File: config.mk
export PLATFORM = sky130hd
export DESIGN_NAME = excess3_serializer
export DESIGN_NICKNAME = d
export VERILOG_FILES = /design/src/rtl/excess3_serializer.sv
export SDC_FILE = /design/constraint.sdc
export NUM_CORES = 1
export LEC_CHECK = 0
export ABC_CLOCK_PERIOD_IN_PS = 1750
export BUFFER_PORTS_ARGS = -buffer_cell sky130_fd_sc_hd__buf_2
export CORE_AREA = 2 2 39 41
export DETAILED_ROUTE_END_ITERATION = 12
export DIE_AREA = 0 0 41 43
export HOLD_SLACK_MARGIN = 0.15
export SLEW_MARGIN = 25
export SYNTH_ARGS = -nofsm -noshare
export SYNTH_HDL_FRONTEND = slang
export SYNTH_SLANG_ARGS = --single-unit
File: constraint.sdc
create_clock -name clk -period 1.75 [get_ports clk]
set_input_delay 0.0875 -clock clk [delete_from_list [all_inputs] [get_ports clk]]
set_output_delay 0.0875 -clock clk [all_outputs]
set_load 0.005 [all_outputs]
File: src/rtl/excess3_serializer.sv
// excess3_serializer: decodes excess-3 digits to BCD and shifts them out LSB first in back-to-back frames
module excess3_serializer #(
  parameter int DIGITS = 1
) (
  input  logic                  clk,
  input  logic                  rst_n,
  input  logic                  in_valid,
  output logic                  in_ready,
  input  logic [4*DIGITS-1:0]   in_data,
  output logic                  x,
  output logic                  bit_valid,
  output logic                  frame_start,
  output logic                  frame_last,
  output logic                  code_err
);
  localparam int N = 4*DIGITS;
  localparam int CW = (N > 4) ? $clog2(N) : 2;
  localparam logic [CW-1:0] LAST = CW'(N-1);
  typedef enum logic {IDLE, SHIFT} state_t;
  state_t state, nxt;
  logic [CW-1:0] cnt;
  logic [N-1:0] sr, dec;
  logic [DIGITS-1:0] bad;
  logic last, accept;
  genvar k;
  generate
    for (k = 0; k < DIGITS; k++) begin : g_dig
      logic [3:0] nib;
      assign nib = in_data[4*k +: 4];
      assign bad[k] = nib < 4'd3 || nib > 4'd12;
      assign dec[4*k +: 4] = bad[k] ? 4'd0 : nib - 4'd3;
    end
  endgenerate
  assign accept = in_valid && in_ready;
  always_ff @(posedge clk or negedge rst_n)
    if (!rst_n) begin
      state    <= IDLE;
      sr       <= '0;
      cnt      <= '0;
      code_err <= 1'b0;
    end else begin
      state <= nxt;
      if (accept) begin
        sr       <= dec;
        cnt      <= '0;
        code_err <= |bad;
      end else if (state == SHIFT) begin
        sr  <= sr >> 1;
        cnt <= last ? '0 : cnt + 1'b1;
      end
    end
  always_comb nxt = (accept || (state == SHIFT && !last)) ? SHIFT : IDLE;
  // the last-bit cycle doubles as the accept window so frames abut without a gap
  always_comb begin
    last        = state == SHIFT && cnt == LAST;
    in_ready    = state == IDLE || last;
    bit_valid   = state == SHIFT;
    x           = state == SHIFT && sr[0];
    frame_start = state == SHIFT && cnt == '0;
    frame_last  = last;
  end
endmodule

=== Word-level counts from Yosys, hierarchy flattened ===
Index checks and enable logic that the tools add are counted.

* Bits in registers: 8
* Output and inout bits: 6
* Input port bits: 7

* Bitwise logic cells: 1
* Muxes and demuxes: 7
* Add/sub/neg operators: 2
* Equal/unequal tests: 1
* Order comparisons: 2
* Reduce and logical (&&, ||, !) cells: 11

{| class="wikitable"
|+ Operators with widths
! kind !! number
|-
| 4-bit 2-to-1 mux || 3
|-
| 2-bit 2-to-1 mux || 3
|-
| 1-bit logical AND || 5
|-
| 4-bit greater-than comparator, second input constant || 1
|-
| 4-bit by 2-bit less-than comparator with 1-bit output, second input constant || 1
|-
| 4-bit by 2-bit subtractor with 4-bit output, second input constant || 1
|-
| 1-bit logical OR || 3
|-
| 2-bit by 1-bit adder with 2-bit output, second input constant || 1
|-
| 2-bit == test, second input constant || 1
|-
| 2-bit zero test || 1
|-
| 2-bit nonzero test || 1
|-
| 1-bit zero test || 1
|-
| 1-bit 2-to-1 mux || 1
|-
| 1-bit NOT || 1
|}

=== Longest topological paths before layout ===
Gate-level depths: netlist (run 1).

* Word-level depth: 6
* Depth in mapped cells: 5
* Gate-level depth less buffers: 5

=== Least setup slack after synthesis (run 1) ===
OpenSTA, ideal clock, no wires.

* Path type: reg-to-reg
* From: register cnt[0]
* To: register sr[3]
* Data required time: 1.628 ns
* Data arrival time: 1.261 ns
* Library setup time: 0.122 ns
* Clock period less this slack: 1.383 ns
* Cell stages (with the launch flop): 6
* Path slack: 0.367 ns
* Cell sequence: dfrtp_1 ha_1 nand2b_1 buf_2 and2_1 a32o_1

* Longest elaborated chain between the ends: 5
* Elaborated cells on any way between the ends: 6
* Classes of those cells: eq/ne (1); mux (1); reduce/logical (4)

{| class="wikitable"
|+ Ends and longest elaborated chain
! item !! line !! source
|-
| start, declared || 21 || <nowiki>logic [CW-1:0] cnt;</nowiki>
|-
| start signal, assigned || 49 || <nowiki>cnt <= last ? '0 : cnt + 1'b1;</nowiki>
|-
| 2-bit == test * || 55 || <nowiki>last = state == SHIFT && cnt == LAST;</nowiki>
|-
| 1-bit logical AND * || 55 ||
|-
| 1-bit logical OR * || 56 || <nowiki>in_ready = state == IDLE || last;</nowiki>
|-
| named net in_ready || 8 || <nowiki>output logic in_ready,</nowiki>
|-
| 1-bit logical AND * || 34 || <nowiki>assign accept = in_valid && in_ready;</nowiki>
|-
| 4-bit 2-to-1 mux or 2-bit nonzero test (tied branches) || n/a ||
|-
| end signal, assigned || 48 || <nowiki>sr <= sr >> 1;</nowiki>
|-
| end, declared || 22 || <nowiki>logic [N-1:0] sr, dec;</nowiki>
|}

The timed path passes the listed nets; every way through them passes the cells marked *.
A chain may end at the register's enable or synchronous reset.

=== Final worst setup path (run 1) ===
* From: register cnt[0]
* To: output in_ready

* Longest elaborated chain between the ends: 3

{| class="wikitable"
|+ Ends and longest elaborated chain
! item !! line
|-
| 2-bit == test || 55
|-
| 1-bit logical AND || 55
|-
| 1-bit logical OR || 56
|-
| end, declared || 8
|}

Every way passes these cells.

==> reports/qor.yml, run 1 <==
cells_and_area:
  multi_input_area_um2: 272
  seq_area_um2: 200
  drive_gt1_frac: 0.324
  nFillCells: 147
  diodes: 0
  nNetsFinal: 81
  utilization: 0.451
  syn_to_final_growth_pct: 23.2
  fin_area_um2: 624
  fin_cells: 84
critical_path:
  endpoint_kind: "output port"
  worstPathRequired_ps: 1660
  crit_type: "flip-flop to output port"
  cp_num_buf_inv: 2
  arrival_ps: 1310
  worstSetupStartpointType: "flip-flop"
  worst_path_max_delay_cell: "dfrtp_1"
  worstPathCellList: "ha_1 -> nand2b_1 -> buf_4 -> buf_2"
  crit_fanout: 8
  crit_family: "flip-flops"
  slowest_delay_ps: 390
logic_synthesis:
  syn_nets: 63
  avgSynthCellArea_um2: 9.74
  ys.warnings.count: 0
  synth.yosys.seq_area_share: 0.395
  syn_inst: 52
  netlist_area_um2: 507
  synthDistinctLibCells: 23
  ys_ff_latch: 8
hold_path:
  hp-class: "input port to flip-flop"
routing:
  drt-total-wl_um: 878
  via_per_inst: 4.99
  drcViolationCount: 0
  wl_per_cell_um: 10.5
  ant_nets: 0
  dr_total_vias: 419
  drtIter0Drc: 4
  first_pass_iters: 3
power_and_ir_drop:
  p_leak_nw: 0.318
  powerDensity_nw_per_um2: 1420
  ir_drop_mv: 0.406
sta:
  finalCritPeriodShare: 0.801
  max_slew_margin: 0.802
  maxSlewViolCount: 0
  fin_setup_tns_ps: 0
  rsz0062_at_grt: "no"
  hold_viol_final: 0
  tightest_slew_ps: 297
  setup_viol: 0
  max_freq_mhz: 713
  worst_hold_slack_ps: 156
  min_period_ps: 1400
  skew_ps: 5.92
clocking:
  cts_resized: 0
  cts_sinks: 8
  cts_tree: "yes"
  clockBufferDepth: 2
  htree_levels: 1
  cts_buffers: 3
  cts_hold_buf: 2
  clk_pin_slew_ps: 50
  clock-root-buffer: "clkbuf_4"
  post-cts-setup-buffers: 0
  clkLatencyLatePin_ps: 250
grt:
  gr-total-overflow: 0
  gr-usage-all-layers: 0.139
  antenna_found_initial: 0
  grt_pass1_wl_um: 1610
  grt_pass1_vias: 405
  grt_max_degree: 11
place:
  post-place-cells: 79
  place_area_um2: 582
  gp_congestion: 0.656
  dp_hpwl_um: 706
  io_buffers: 12
run_status:
  outcome: "completed"
floorplan:
  coreArea_um2: 1380
  dieWidth_um: 41
  die_h_um: 43
  start_util: 0.366
  die-area_um2: 1760
  ios: 13
  placementRows: 14
job:
  cap_violations: 0
## cells by family (layout without fill, tap and decap cells)
| logic type | count (synthesis) | count (layout) | synth area share |
|---|---|---|---|
| adder cells (fa/ha/maj) | 4 | 4 | 0.0988 |
| multiplexers | 4 | 4 | 0.0864 |
| flip-flops | 8 | 8 | 0.395 |
| XOR/XNOR | 1 | 1 | 0.0173 |
| buffers and inverters | 8 | 24 | 0.0691 |
| AND/OR/NAND/NOR | 14 | 14 | 0.178 |
| AO/OA/AOI/OAI | 13 | 13 | 0.156 |
## worst paths after layout
kind	from	endpoint	slack, ps	cells after the start
worst max-delay path	cnt[0]	in_ready	350	4
worst min register to register	cnt[0]	cnt[0]	520	1
min in group asynchronous	rst_n	sr[2]	200	2
worst max register to register	cnt[0]	sr[3]	430	4
worst min-delay path	in_data[0]	sr[0]	160	4
max in group asynchronous	rst_n	cnt[1]	1380	2
## worst register-to-register path: stages (launching register included)
cell and delay (ps):
dfrtp_1 390, ha_1 210, nand2b_1 160, and2_1 220, a32o_1 230
## where the power goes
group | switching [mW] | internal [mW]
Clock | 0.0607 | 0.0783
Sequential | 0.0632 | 0.264
Combinational | 0.192 | 0.227
## routing by layer
layer / vias up / GRT usage / part of all wire
met2: 12 / 0.206 / 0.47
li1: 213 / - / -
met1: 190 / 0.167 / 0.46
met3: 4 / 0.0157 / 0.036
met4: 0 / 0.120 / 0.039
met5: - / 0 / 0
## state kept, by name, summed over array words and instances (netlist names)
signal	flops
bit_valid	1
cnt	2
code_err	1
sr	4
## cell usage after synthesis
cell type  n  area, um^2
a21oi_1    5        25.0
a31oi_1    1        6.26
a32o_1     1        10.0
and2_1     4        25.0
and2_4     1        8.76
buf_2      1        5.00
buf_4      1        7.51
dfrtp_1    8         200
ha_1       4        50.1
inv_1      6        22.5
mux2_2     3        33.8
mux2i_1    1        10.0
nand2_1    1        3.75
nand2b_1   2        12.5
nand3_1    2        10.0
nand3b_1   1        7.51
nor2_1     1        3.75
o211ai_1   1        7.51
o21ai_0    1        5.00
o22ai_1    4        25.0
or3_2      1        7.51
or3_4      1        11.3
xnor2_1    1        8.76
## area by class of cell
cell class,instances,area share
clock buffer,3,0.0361
inverter,6,0.0361
multi-input combinational,36,0.435
sequential,8,0.321
tap,16,0.0321
timing repair buffer,15,0.140
## stage by stage
step | power, mW | setup WS (ps)
after global routing | 0.997 | 254
after global placement | 0.751 | 458
after detailed placement | 0.757 | 425
after CTS | 0.901 | 333
after floorplan | 0.618 | 367
final | 0.886 | 348
## cell usage in the layout, fill, tap and decap left out, types with 2 or more instances in the layout
cell,n
dfrtp_1,8
a21oi_1,5
and2_1,4
ha_1,4
buf_2,12
nand3_1,2
clkbuf_4,3
o22ai_1,4
dlygate4sd3_1,2
inv_1,6
mux2_2,3
nand2b_1,2
No activity file was read; power rests on OpenSTA's default activity.
==> run 2, diff against run 1 <==
--- a/config.mk
+++ b/config.mk
@@ -5,7 +5,7 @@
 export SDC_FILE = /design/constraint.sdc
 export NUM_CORES = 1
 export LEC_CHECK = 0
-export ABC_CLOCK_PERIOD_IN_PS = 1750
+export ABC_CLOCK_PERIOD_IN_PS = 1300
 export BUFFER_PORTS_ARGS = -buffer_cell sky130_fd_sc_hd__buf_2
 export CORE_AREA = 2 2 39 41
 export DETAILED_ROUTE_END_ITERATION = 12
==> constraint.sdc (replaced) <==
create_clock -name clk -period 1.3 [get_ports clk]
set_input_delay 0.065 -clock clk [delete_from_list [all_inputs] [get_ports clk]]
set_output_delay 0.065 -clock clk [all_outputs]
set_load 0.005 [all_outputs]
==> run 2 against run 1 <==
Sequential share of layout area decreased by 2.8 points. Clock skew decreased by 4.1 ps. Non-clock buffer count increased by 4. Power increased by 54%. Via count increased by 11%. Critical path type is now flip-flop to flip-flop. Critical endpoint is now sr[3].
==> reports/qor.yml, run 2 (same netlist as run 1, synthesis figures left out) <==
cells_and_area:
  nFillCells: 138
  top_register: "sr"
  diodes: 0
  syn_to_final_growth_pct: 35.1
  multi_input_area_um2: 289
  seq_area_um2: 200
  most-common-layout-cells: "11 x buf_2, 8 x dfrtp_1, 5 x a21oi_1, 4 x inv_1, 4 x o22ai_1"
  drive_gt1_frac: 0.444
  final_common_cell: "buf_2"
  reg_top3: "sr (4), cnt (2)"
  nNetsFinal: 85
  fin_cells: 88
  largest_reg_flops: 4
clocking:
  cts_buffers: 3
  clk_pin_slew_ps: 50
  clock-root-buffer: "clkbuf_4"
  clockBufferDepth: 2
  clkLatencyLatePin_ps: 250
  cts_tree: "yes"
  htree_levels: 1
  cts_sinks: 8
floorplan:
  ios: 13
  coreArea_um2: 1380
  placementRows: 14
  die_h_um: 43
  die-area_um2: 1760
  dieWidth_um: 41
  start_util: 0.366
critical_path:
  worstSetupStartpointType: "flip-flop"
  crit_family: "flip-flops"
  worstPathRequired_ps: 1440
  arrival_ps: 1380
  crit_type: "flip-flop to flip-flop"
  cp_num_buf_inv: 0
  worstPathCellList: "ha_2 -> nand2b_4 -> and2_4 -> a32o_1"
  worst_path_max_delay_cell: "dfrtp_1"
  slowest_delay_ps: 390
  crit_fanout: 9
  endpoint_kind: "flip-flop"
sta:
  skew_ps: 1.86
  setup_viol: 0
  worst_hold_slack_ps: 161
  tightest_slew_ps: 290
  hold_viol_final: 0
  min_period_ps: 1240
  fin_setup_tns_ps: 0
  finalCritPeriodShare: 0.956
  max_slew_margin: 0.807
  maxSlewViolCount: 0
  max_freq_mhz: 804
place:
  dp_hpwl_um: 748
  post-place-cells: 81
  gp_congestion: 0.723
  io_buffers: 12
routing:
  wl_per_cell_um: 11.4
  via_per_inst: 5.31
  drcViolationCount: 0
  first_pass_iters: 4
  ant_nets: 0
  drt-total-wl_um: 1010
  dr_total_vias: 467
  drtIter0Drc: 3
power_and_ir_drop:
  powerDensity_nw_per_um2: 1990
  p_leak_nw: 0.340
  ir_drop_mv: 0.585
grt:
  grt_pass1_wl_um: 1570
  grt_max_degree: 10
  gr-total-overflow: 0
  antenna_found_initial: 0
  gr-usage-all-layers: 0.138
  grt_pass1_vias: 426
hold_path:
  hp-class: "input port to flip-flop"
job:
  cap_violations: 0
run_status:
  outcome: "completed"
-- run 2: changes by cell type in the layout (fill, tap and decap cells not counted) --
cell / before / now
and2_1: 4 / 2
and2_4: 1 / 3
buf_2: 12 / 11
buf_4: 1 / 3
buf_6: 0 / 2
dlygate4sd3_1: 2 / 3
ha_1: 4 / 2
ha_2: 0 / 2
inv_1: 6 / 4
inv_2: 0 / 2
nand2b_1: 2 / 1
nand2b_4: 0 / 1
-- run 2: worst min-delay path: stages --
cell and delay [ps]:
buf_2 120, o211ai_1 80, a31oi_1 90
-- run 2: stage by stage --
stage / utilization / area (um^2) / power [mW] / setup WS (ps)
after floorplan: - / 526 / 0.900 / 14.0
after global placement: 0.440 / 609 / 1.09 / 66.3
after detailed placement: 0.440 / 609 / 1.10 / 49.7
after CTS: 0.478 / 662 / 1.29 / 27.5
after global routing: 0.495 / 684 / 1.49 / -4.99
final: 0.495 / 684 / 1.36 / 56.8
-- run 2: final timing paths --
kind	to	start	cells after the start	slack, ps
min in group asynchronous	code_err	rst_n	2	180
hold / removal	sr[2]	in_data[2]	3	160
max in group asynchronous	bit_valid	rst_n	2	950
hold reg to reg	code_err	code_err	2	530
setup / recovery	sr[3]	cnt[0]	4	60
setup reg to reg	sr[3]	cnt[0]	4	60
-- run 2: report_power, final --
group          leakage, nW  switching (mW)  internal [mW]
Combinational        0.229           0.313          0.428
Sequential          0.0975          0.0841          0.356
Clock               0.0138          0.0769          0.105
Total                0.340           0.474          0.889
-- run 2: area by class of cell --
class | count | area share
sequential | 8 | 0.293
multi-input combinational | 36 | 0.422
tap | 16 | 0.0293
timing repair buffer | 19 | 0.190
inverter | 6 | 0.0329
clock buffer | 3 | 0.0329
-- run 2: repair_timing --
action	4_1_cts	5_1_grt
pin swaps	0	3
resized for setup	0	6
hold buffers	3	0
buffers inserted	1	1
endpoints found under the hold margin	11	0
endpoints found under the setup margin	1	1
-- run 2: layer usage --
layer	vias up	global-route usage	routed length (um)
met3	2	0.0314	58
met4	0	0.120	14
li1	226	-	-
met1	221	0.140	364
met5	-	0	0
met2	18	0.219	566
==> run 3, diff against run 2 <==
--- a/config.mk
+++ b/config.mk
@@ -5,7 +5,7 @@
 export SDC_FILE = /design/constraint.sdc
 export NUM_CORES = 1
 export LEC_CHECK = 0
-export ABC_CLOCK_PERIOD_IN_PS = 1300
+export ABC_CLOCK_PERIOD_IN_PS = 1070
 export BUFFER_PORTS_ARGS = -buffer_cell sky130_fd_sc_hd__buf_2
 export CORE_AREA = 2 2 39 41
 export DETAILED_ROUTE_END_ITERATION = 12
==> constraint.sdc (replaced) <==
create_clock -name clk -period 1.07 [get_ports clk]
set_input_delay 0.0535 -clock clk [delete_from_list [all_inputs] [get_ports clk]]
set_output_delay 0.0535 -clock clk [all_outputs]
set_load 0.005 [all_outputs]
==> run 3 against run 2 <==
The flow now finishes with violations (negative setup slack). Core utilization rose by 11 points. Wire length up 16%. Sequential power rose by 25%. Worst hold slack got worse by 31 ps. Clock skew is essentially flat. Sequential share of layout area shrank 5.0 points. Combinational power is 74% higher. Register-to-register slack worse by 240 ps. Die area did not move. Power grew 53%.
==> reports/qor.yml, run 3 (same netlist as run 1, synthesis figures left out) <==
run_status:
  violations: "negative setup slack"
  outcome: "complete, but fails checks"
power_and_ir_drop:
  total_power_mw: 2.08
  p_leak_nw: 0.412
  powerDensity_nw_per_um2: 2500
  power_frac_comb: 0.622
  intPower_mw: 1.35
  clock_power_share: 0.113
  p_sw_uw: 736
  ir_drop_mv: 0.814
  swShare: 0.353
  power_frac_seq: 0.265
cells_and_area:
  largest_reg_flops: 4
  reg_top3: "sr (4), cnt (2)"
  diodes: 0
  nNetsFinal: 96
  top_register: "sr"
  most-common-layout-cells: "11 x buf_2, 10 x buf_4, 7 x dfrtp_1, 5 x buf_6"
  utilization: 0.600
  final_common_cell: "buf_2"
  drive_gt1_frac: 0.578
  syn_to_final_growth_pct: 64.0
routing:
  via_per_inst: 4.88
  drcViolationCount: 0
  wl_per_cell_um: 11.8
  drtIter0Drc: 5
  first_pass_iters: 3
  drt-total-wl_um: 1170
  ant_nets: 0
  dr_total_vias: 483
hold_path:
  hp-class: "input port to flip-flop"
sta:
  hold_viol_final: 0
  max_freq_mhz: 800
  worst_hold_slack_ps: 130
  setup_ws_ps: -181
  skew_ps: 1.92
  min_period_ps: 1250
  tightest_slew_ps: 199
  finalCritPeriodShare: 1.17
  maxSlewViolCount: 0
  max_slew_margin: 0.867
  rsz0062_at_grt: "yes"
  setup_viol: 9
critical_path:
  regToRegStartpoint: "cnt[0]"
  endpoint_kind: "flip-flop"
  crit_fanout: 5
  worstReg2RegEnd: "sr[3]"
  crit_end: "sr[3]"
  worstPathRequired_ps: 1210
  crit_type: "flip-flop to flip-flop"
  arrival_ps: 1390
  worstRegToRegCells: 4
  cp-startpoint: "cnt[0]"
  worstSetupStartpointType: "flip-flop"
  ff2ff_setup_slack_ps: -180
floorplan:
  die-area_um2: 1760
  die_h_um: 43
  dieWidth_um: 41
  ios: 13
  coreArea_um2: 1380
  placementRows: 14
  start_util: 0.366
clocking:
  cts_sinks: 8
  clockBufferDepth: 2
  clkLatencyLatePin_ps: 250
  cts_buffers: 3
  clk_pin_slew_ps: 60
  htree_levels: 1
  cts_tree: "yes"
  clock-root-buffer: "clkbuf_4"
place:
  dp_hpwl_um: 799
  gp_congestion: 0.651
  io_buffers: 12
  dp_slack_ps: -154
grt:
  gr-total-overflow: 0
  grt_pass1_vias: 492
  antenna_found_initial: 0
  grt_pass1_wl_um: 1900
  grt_max_degree: 9
  gr-usage-all-layers: 0.162
job:
  cap_violations: 0
==> run 3: worst min path at each step <==
stage	from	end	slack [ps]	depth (start not counted)
6_report	in_valid	sr[0]	130	3
4_1_cts	in_valid	sr[0]	150	3
3_5_place_dp	rst_n	cnt[0]	-100	1
2_1_floorplan	rst_n	bit_valid	-240	0
5_1_grt	in_valid	sr[0]	150	3
3_3_place_gp	rst_n	code_err	-100	1
==> run 3: metal layers <==
layer	track usage	routed length, um	vias up
met5	0	0	-
met4	0.120	9	0
met3	0.0157	32	2
met2	0.272	693	10
met1	0.172	433	227
li1	-	-	244
==> run 3: per-stage QoR <==
step	instances	TNS [ps]	cell area, um^2
floorplan	52	-414	526
global placement	90	-555	677
detailed placement	90	-623	677
CTS	99	-1110	771
global route	99	-1450	831
finish	99	-999	831
==> run 3: area by class of cell <==
| cell class | instances | area, um^2 |
|---|---|---|
| repair buffers | 30 | 226 |
| inverters | 6 | 27.5 |
| clock buffers | 3 | 22.5 |
| multi-input cells | 36 | 333 |
| fillers | 120 | 553 |
| well taps | 16 | 20.0 |
| flip-flops and latches | 8 | 201 |
==> run 3: critical path, stage by stage, from the launching register on <==
cell and delay (ps):
dfrtp_1 390, ha_2 190, nand2b_4 160, and2_4 160, a32o_1 220
==> run 3: power by group through the flow <==
| stage | Sequential [mW] | Clock (mW) | Combinational, mW |
|---|---|---|---|
| 6_report | 0.552 | 0.235 | 1.29 |
| 4_1_cts | 0.532 | 0.243 | 1.05 |
| 3_3_place_gp | 0.519 | 0 | 0.899 |
| 2_1_floorplan | 0.506 | 0 | 0.587 |
| 5_1_grt | 0.565 | 0.267 | 1.43 |
| 3_5_place_dp | 0.525 | 0 | 0.918 |
==> run 3: timing repair <==
item                                    4_1_cts  5_1_grt
endpoints found under the hold margin        10        0
endpoints found under the setup margin       10       10
resized for setup                             6       14
hold buffers                                  4        0
pin swaps                                     1        4
buffers inserted                              2        0
